===== src/rtl/hazard_fwd_ctrl_if.sv =====
// Bundle between the ID stage and the hazard/forwarding controller: ID-stage
// instruction fields in, pipeline stall/flush/freeze controls and EX forwarding selects out.
interface hazard_fwd_ctrl_if #(
    parameter int RADDR_W = 5,
    parameter int CNT_W   = 16
);
    logic               id_valid;
    logic [RADDR_W-1:0] id_rs;
    logic [RADDR_W-1:0] id_rt;
    logic               id_rs_used;
    logic               id_rt_used;
    logic [RADDR_W-1:0] id_rd;
    logic               id_regwrite;
    logic               id_memread;
    logic               id_jump;
    logic               mem_branch_taken;

    logic               pc_write;
    logic               ifid_write;
    logic               ctrl_bubble;
    logic               flush_ifid;
    logic               flush_idex;
    logic               flush_exmem;
    logic               freeze;
    logic [1:0]         fwd_a;
    logic [1:0]         fwd_b;
    logic [CNT_W-1:0]   stall_cnt;
    logic [CNT_W-1:0]   flush_cnt;

    modport master (
        output id_valid, id_rs, id_rt, id_rs_used, id_rt_used, id_rd,
               id_regwrite, id_memread, id_jump, mem_branch_taken,
        input  pc_write, ifid_write, ctrl_bubble, flush_ifid, flush_idex,
               flush_exmem, freeze, fwd_a, fwd_b, stall_cnt, flush_cnt
    );

    modport slave (
        input  id_valid, id_rs, id_rt, id_rs_used, id_rt_used, id_rd,
               id_regwrite, id_memread, id_jump, mem_branch_taken,
        output pc_write, ifid_write, ctrl_bubble, flush_ifid, flush_idex,
               flush_exmem, freeze, fwd_a, fwd_b, stall_cnt, flush_cnt
    );
endinterface


===== src/rtl/hazard_fwd_ctrl.sv =====
// Combined hazard detection and EX operand forwarding for the 5-stage pipeline.
// Define HAZ_STATS_EN to add saturating load-use stall and branch flush counters.
module hazard_fwd_ctrl #(
    parameter int RADDR_W = 5,
    parameter int MEM_LAT = 1,
    parameter int CNT_W   = 16
) (
    input logic              clock,
    input logic              clear,
    hazard_fwd_ctrl_if.slave bus
);
    localparam int LAT_W = (MEM_LAT > 1) ? $clog2(MEM_LAT) : 1;
    localparam logic [LAT_W-1:0] LAT_LOAD = LAT_W'(MEM_LAT - 1);

    // The writer in WB needs no tracking: the register file is write-through,
    // so a WB match resolves to the regfile path anyway.
    logic               ex_v;
    logic [RADDR_W-1:0] ex_rd;
    logic               ex_ld;
    logic               mem_v;
    logic [RADDR_W-1:0] mem_rd;

    logic [LAT_W-1:0]   lat_cnt;
    logic [1:0]         fwd_a_q, fwd_b_q;
    logic [1:0]         fwd_a_nxt, fwd_b_nxt;

    logic frozen, load_use, branch, issue, jump, stall, id_v;
    logic ex_rs, ex_rt, mem_rs, mem_rt;

    function automatic logic hit(input logic v, input logic [RADDR_W-1:0] rd,
                                 input logic [RADDR_W-1:0] src, input logic used);
        return used & v & (rd == src) & (src != '0);
    endfunction

    assign frozen   = (lat_cnt != '0);
    assign id_v     = bus.id_regwrite & (bus.id_rd != '0);
    assign ex_rs    = hit(ex_v, ex_rd, bus.id_rs, bus.id_rs_used);
    assign ex_rt    = hit(ex_v, ex_rd, bus.id_rt, bus.id_rt_used);
    assign mem_rs   = hit(mem_v, mem_rd, bus.id_rs, bus.id_rs_used);
    assign mem_rt   = hit(mem_v, mem_rd, bus.id_rt, bus.id_rt_used);
    assign load_use = bus.id_valid & ex_ld & (ex_rs | ex_rt) & ~frozen;
    assign branch   = bus.mem_branch_taken & ~frozen;
    assign issue    = bus.id_valid & ~load_use & ~branch & ~frozen;
    assign jump     = bus.id_jump & issue;
    assign stall    = load_use & ~branch;

    always_comb begin
        bus.pc_write    = 1'b1;
        bus.ifid_write  = 1'b1;
        bus.ctrl_bubble = 1'b0;
        bus.flush_ifid  = 1'b0;
        bus.flush_idex  = 1'b0;
        bus.flush_exmem = 1'b0;
        // Reset forces the idle response even while ID/MEM inputs are still active.
        if (!clear) begin
            if (frozen) begin
                bus.pc_write   = 1'b0;
                bus.ifid_write = 1'b0;
            end else if (branch) begin
                bus.ctrl_bubble = 1'b1;
                bus.flush_ifid  = 1'b1;
                bus.flush_idex  = 1'b1;
                bus.flush_exmem = 1'b1;
            end else if (load_use) begin
                bus.pc_write    = 1'b0;
                bus.ifid_write  = 1'b0;
                bus.ctrl_bubble = 1'b1;
            end else if (jump) begin
                bus.flush_ifid = 1'b1;
            end
        end
    end

    always_comb begin
        fwd_a_nxt = 2'b00;
        fwd_b_nxt = 2'b00;
        if (issue) begin
            if (ex_rs)       fwd_a_nxt = 2'b10;
            else if (mem_rs) fwd_a_nxt = 2'b01;
            if (ex_rt)       fwd_b_nxt = 2'b10;
            else if (mem_rt) fwd_b_nxt = 2'b01;
        end
    end

    always_ff @(posedge clock or posedge clear) begin
        if (clear) begin
            ex_v    <= 1'b0;
            ex_rd   <= '0;
            ex_ld   <= 1'b0;
            mem_v   <= 1'b0;
            mem_rd  <= '0;
            lat_cnt <= '0;
            fwd_a_q <= 2'b00;
            fwd_b_q <= 2'b00;
        end else if (frozen) begin
            lat_cnt <= lat_cnt - 1'b1;
        end else begin
            fwd_a_q <= fwd_a_nxt;
            fwd_b_q <= fwd_b_nxt;
            if (branch) begin
                ex_v  <= 1'b0;
                ex_ld <= 1'b0;
                mem_v <= 1'b0;
            end else begin
                mem_v  <= ex_v;
                mem_rd <= ex_rd;
                ex_v   <= issue & id_v;
                ex_rd  <= bus.id_rd;
                ex_ld  <= issue & bus.id_memread;
                // A surviving load entering MEM starts the memory-latency freeze.
                if (ex_ld) lat_cnt <= LAT_LOAD;
            end
        end
    end

    assign bus.freeze = frozen;
    assign bus.fwd_a  = fwd_a_q;
    assign bus.fwd_b  = fwd_b_q;

`ifdef HAZ_STATS_EN
    logic [CNT_W-1:0] stall_q, flush_q;

    always_ff @(posedge clock or posedge clear) begin
        if (clear) begin
            stall_q <= '0;
            flush_q <= '0;
        end else begin
            if (stall && stall_q != '1)  stall_q <= stall_q + 1'b1;
            if (branch && flush_q != '1) flush_q <= flush_q + 1'b1;
        end
    end

    assign bus.stall_cnt = stall_q;
    assign bus.flush_cnt = flush_q;
`else
    assign bus.stall_cnt = {CNT_W{1'b0}};
    assign bus.flush_cnt = {CNT_W{1'b0}};
`endif
endmodule


===== src/flat_wrapper.sv =====
// flat-port wrapper written by rule: the top's interface ports become plain ports
module hazard_fwd_ctrl_flat 
#(
    parameter int RADDR_W = 5,
    parameter int MEM_LAT = 1,
    parameter int CNT_W   = 16
)
  (clock, clear, bus_id_valid, bus_id_rs, bus_id_rt, bus_id_rs_used, bus_id_rt_used, bus_id_rd, bus_id_regwrite, bus_id_memread, bus_id_jump, bus_mem_branch_taken, bus_pc_write, bus_ifid_write, bus_ctrl_bubble, bus_flush_ifid, bus_flush_idex, bus_flush_exmem, bus_freeze, bus_fwd_a, bus_fwd_b, bus_stall_cnt, bus_flush_cnt);
  hazard_fwd_ctrl_if #(.RADDR_W(RADDR_W), .CNT_W(CNT_W)) bus_i ();
  input logic clock;
  input logic clear;
  input wire logic [$bits(bus_i.id_valid)-1:0] bus_id_valid;
  input wire logic [$bits(bus_i.id_rs)-1:0] bus_id_rs;
  input wire logic [$bits(bus_i.id_rt)-1:0] bus_id_rt;
  input wire logic [$bits(bus_i.id_rs_used)-1:0] bus_id_rs_used;
  input wire logic [$bits(bus_i.id_rt_used)-1:0] bus_id_rt_used;
  input wire logic [$bits(bus_i.id_rd)-1:0] bus_id_rd;
  input wire logic [$bits(bus_i.id_regwrite)-1:0] bus_id_regwrite;
  input wire logic [$bits(bus_i.id_memread)-1:0] bus_id_memread;
  input wire logic [$bits(bus_i.id_jump)-1:0] bus_id_jump;
  input wire logic [$bits(bus_i.mem_branch_taken)-1:0] bus_mem_branch_taken;
  output wire logic [$bits(bus_i.pc_write)-1:0] bus_pc_write;
  output wire logic [$bits(bus_i.ifid_write)-1:0] bus_ifid_write;
  output wire logic [$bits(bus_i.ctrl_bubble)-1:0] bus_ctrl_bubble;
  output wire logic [$bits(bus_i.flush_ifid)-1:0] bus_flush_ifid;
  output wire logic [$bits(bus_i.flush_idex)-1:0] bus_flush_idex;
  output wire logic [$bits(bus_i.flush_exmem)-1:0] bus_flush_exmem;
  output wire logic [$bits(bus_i.freeze)-1:0] bus_freeze;
  output wire logic [$bits(bus_i.fwd_a)-1:0] bus_fwd_a;
  output wire logic [$bits(bus_i.fwd_b)-1:0] bus_fwd_b;
  output wire logic [$bits(bus_i.stall_cnt)-1:0] bus_stall_cnt;
  output wire logic [$bits(bus_i.flush_cnt)-1:0] bus_flush_cnt;
  assign bus_i.id_valid = bus_id_valid;
  assign bus_i.id_rs = bus_id_rs;
  assign bus_i.id_rt = bus_id_rt;
  assign bus_i.id_rs_used = bus_id_rs_used;
  assign bus_i.id_rt_used = bus_id_rt_used;
  assign bus_i.id_rd = bus_id_rd;
  assign bus_i.id_regwrite = bus_id_regwrite;
  assign bus_i.id_memread = bus_id_memread;
  assign bus_i.id_jump = bus_id_jump;
  assign bus_i.mem_branch_taken = bus_mem_branch_taken;
  assign bus_pc_write = bus_i.pc_write;
  assign bus_ifid_write = bus_i.ifid_write;
  assign bus_ctrl_bubble = bus_i.ctrl_bubble;
  assign bus_flush_ifid = bus_i.flush_ifid;
  assign bus_flush_idex = bus_i.flush_idex;
  assign bus_flush_exmem = bus_i.flush_exmem;
  assign bus_freeze = bus_i.freeze;
  assign bus_fwd_a = bus_i.fwd_a;
  assign bus_fwd_b = bus_i.fwd_b;
  assign bus_stall_cnt = bus_i.stall_cnt;
  assign bus_flush_cnt = bus_i.flush_cnt;
  hazard_fwd_ctrl #(.RADDR_W(RADDR_W), .MEM_LAT(MEM_LAT), .CNT_W(CNT_W)) u_core (.clock(clock), .clear(clear), .bus(bus_i));
endmodule

===== config.mk =====
export PLATFORM = sky130hd
export DESIGN_NAME = hazard_fwd_ctrl_flat
export DESIGN_NICKNAME = d
export VERILOG_FILES = /design/src/rtl/hazard_fwd_ctrl_if.sv /design/src/rtl/hazard_fwd_ctrl.sv /design/src/flat_wrapper.sv
export SDC_FILE = /design/constraint.sdc
export NUM_CORES = 1
export LEC_CHECK = 0
export ABC_AREA = 0
export CAP_MARGIN = 20
export CORE_UTILIZATION = 42
export DETAILED_ROUTE_END_ITERATION = 10
export PLACE_DENSITY_LB_ADDON = 0.12
export SETUP_SLACK_MARGIN = 0.02
export SYNTH_ARGS = -nofsm -noshare
export SYNTH_HDL_FRONTEND = slang
export SYNTH_SLANG_ARGS = --single-unit

===== constraint.sdc =====
create_clock -name clock -period 3.2 [get_ports clock]
set_clock_uncertainty 0.15 [all_clocks]
set_input_delay 0.32 -clock clock [delete_from_list [all_inputs] [get_ports clock]]
set_output_delay 0.32 -clock clock [all_outputs]
set_load 0.1 [all_outputs]

==> flow_summary.toml <==
[timing]
hold_violations = 0
fin_ws_ps = 383
slew_headroom_pct = 35.9
holdWs_ps = 234
fin_tns_setup_ps = 0
fmax_mhz = 355
finalMaxSlewViolations = 0
finalSetupViolCount = 0
rsz0062_at_grt = "no"
min_period_ps = 2820
fin_crit_sh_pct = 88.0
tightest_slew_ps = 959

[floorplanning]
dieWidth_um = 56.4
fp.dieH_um = 56.4
fp.coreArea_mm2 = 0.00278
num_rows = 19
io_pins = 67
die-area_mm2 = 0.00319
start_util_pct = 44.8

[placement]
place_ws_ps = 392
gp_congestion = 0.816
port_buffers = 33
dpl_cell_area_mm2 = 0.00152
dp_hpwl_um = 1920

[worst_setup_path]
crit_path_max_fanout = 5
critPathKind = "input pin to output port"
cp-startpoint = "bus_id_rs[4]"
path_cells = "clkdlybuf4s50_1 -> xnor2_1 -> nand4_1 -> nor3_2 -> o21ai_4 -> or3_1 -> buf_12"
cp-start-kind = "input pin"
r2r_start = "u_core.mem_rd[3]"
slowest_delay_ps = 600
end_kind = "output port"
cp_data_required_time_ps = 2730
cp_slowest_cell = "clkdlybuf4s50_1"
arrival_ps = 2350

[power_and_ir_drop]
pwr-share-comb_pct = 46.2
p_seq_share_pct = 37.4
irDropWorstVdd_mv = 0.329
power_uw = 676
intPower_uw = 358
p_per_area_mw_per_mm2 = 438
switching_power_uw = 318
sw_frac_of_total_pct = 47.1
p_clk_share_pct = 16.4
leakagePower_uw = 0.000663

[cells_and_area]
diodes = 0
final_nets = 174
multiInputGateArea_um2 = 669
seq_area_um2 = 425
fillers = 269
final_cell_mix = "conb_1, clkdlybuf4s50_1, dfrtp_1"
layout-drive-gt1-share_pct = 20.1
mostFrequentLayoutCell = "conb_1"
postLayoutCellArea_mm2 = 0.00154
syn_to_final_growth_pct = 24.0

[grt]
antenna_found_initial = 0
grt_usage_pct = 14.9
gr-total-overflow = 0
grt_start_max_net_pins = 20
grt_pass1_vias = 787
grt_pass1_wl_um = 3640

[routing]
drtIter0Drc = 4
wl_per_cell_um = 12.4
remaining_drc_errors = 0
vias = 804
drtPass1Iterations = 2
routed_via_density = 4.47
detail-route-antenna-nets = 0
drt-total-wl_um = 2230

[run_status]
status = "finished, final reports clean"

[yosys]
synthTopCellsByArea = "dfrtp_1, buf_4, xnor2_1"
synth_top_area_share_pct = 34.2
syn_inst = 114
synth_area_mm2 = 0.00124
ys_seq_elements = 17
yosysUniqueCellTypes = 24
avgSynthCellArea_um2 = 10.9
synth_seq_area_share_pct = 34.2
yosysTopAreaCell = "dfrtp_1"
ys_warn_count = 0

[clock_network]
clock_latency_ps = 280
h-tree-depth = 1
post_cts_buffers = 0
cts_resized = 0
cts.reportedPaths.clkPinSlew_ps = 90
cts_tree = "done"
clockRootBuffer = "clkbuf_4"
cts_buffer_depth = 2
cts_hold_buffers = 0
cts_buffers = 3
cts_sinks = 17

[min_path]
min_path_type = "input pin to asynchronous set/reset pin"

[flow_run]
maxCapViolCount = 0
-- Yosys cell counts, drive strengths merged --
cell,n
buf,36
dfrtp,17
xnor2,13
mux2,10
xor2,7
nand4,4
or4,4
nand2,3
o21ai,3
a2111oi,2
and3b,2
nor2b,2
nor3,2
a41o,1
and2b,1
and3,1
conb,1
inv,1
nor4,1
o2111a,1
o21bai,1
or3,1
-- state kept, by name, summed over array words and instances (netlist names) --
register / cells
u_core.mem_v: 1
u_core.bus.fwd_b: 2
u_core.ex_ld: 1
u_core.ex_rd: 5
u_core.ex_v: 1
u_core.mem_rd: 5
u_core.bus.fwd_a: 2
-- kinds of logic after synthesis --
kind of cell           count (synthesis)  share of synthesized area, %
buffers and inverters                 37                          21.7
XOR/XNOR                              20                          14.1
other                                  1                         0.301
AND/OR/NAND/NOR                       21                          12.1
multiplexers                          10                          9.05
AO/OA/AOI/OAI                          8                          8.64
flip-flops                            17                          34.2
-- per-stage QoR --
stage,cells,utilization (%)
4_1_cts,180,55.5
6_report,180,55.5
5_1_grt,180,55.5
2_1_floorplan,146,-
3_3_place_gp,176,54.6
3_5_place_dp,176,54.6
-- per-layer routing --
layer,GRT usage (%),part of all wire [%],up-vias
met5,0,0,-
met4,2.09,0.45,0
met3,4.38,3.9,2
met2,26.2,51,23
met1,18.2,44,382
li1,-,-,397
-- worst max-delay path, delay by kind of cell --
kind | cells | cell delay (ps)
buffers and inverters | 2 | 810
xor gates and xnor gates | 1 | 150
and+or+nand+nor | 3 | 960
AOI/OAI and AO/OA | 1 | 100
-- power by group through the flow --
stage          combinational (uW)  sequential, uW  clock, uW
4_1_cts                       314             253        117
2_1_floorplan                 287             252          0
3_3_place_gp                  312             257          0
6_report                      312             253        111
5_1_grt                       325             256        125
3_5_place_dp                  313             258          0
-- worst paths after layout --
check / to / slack, ps / cells after the start
max: bus_ifid_write / 380 / 7
min: u_core.mem_rd[3] / 230 / 3
max reg2reg: u_core.bus.fwd_b[0] / 1390 / 4
min reg2reg: u_core.mem_v / 390 / 1
max in group asynchronous: u_core.bus.fwd_b[0] / 2470 / 3
min in group clock: u_core.mem_v / 390 / 1
-- final cells by class --
type	count	share of cell area, %
sequential	17	27.6
tap	31	2.51
timing repair buffer	35	24.6
clock buffer	4	1.70
inverter	1	0.243
multi-input combinational	92	43.4
Note: power is estimated with default switching activity, not from simulation.
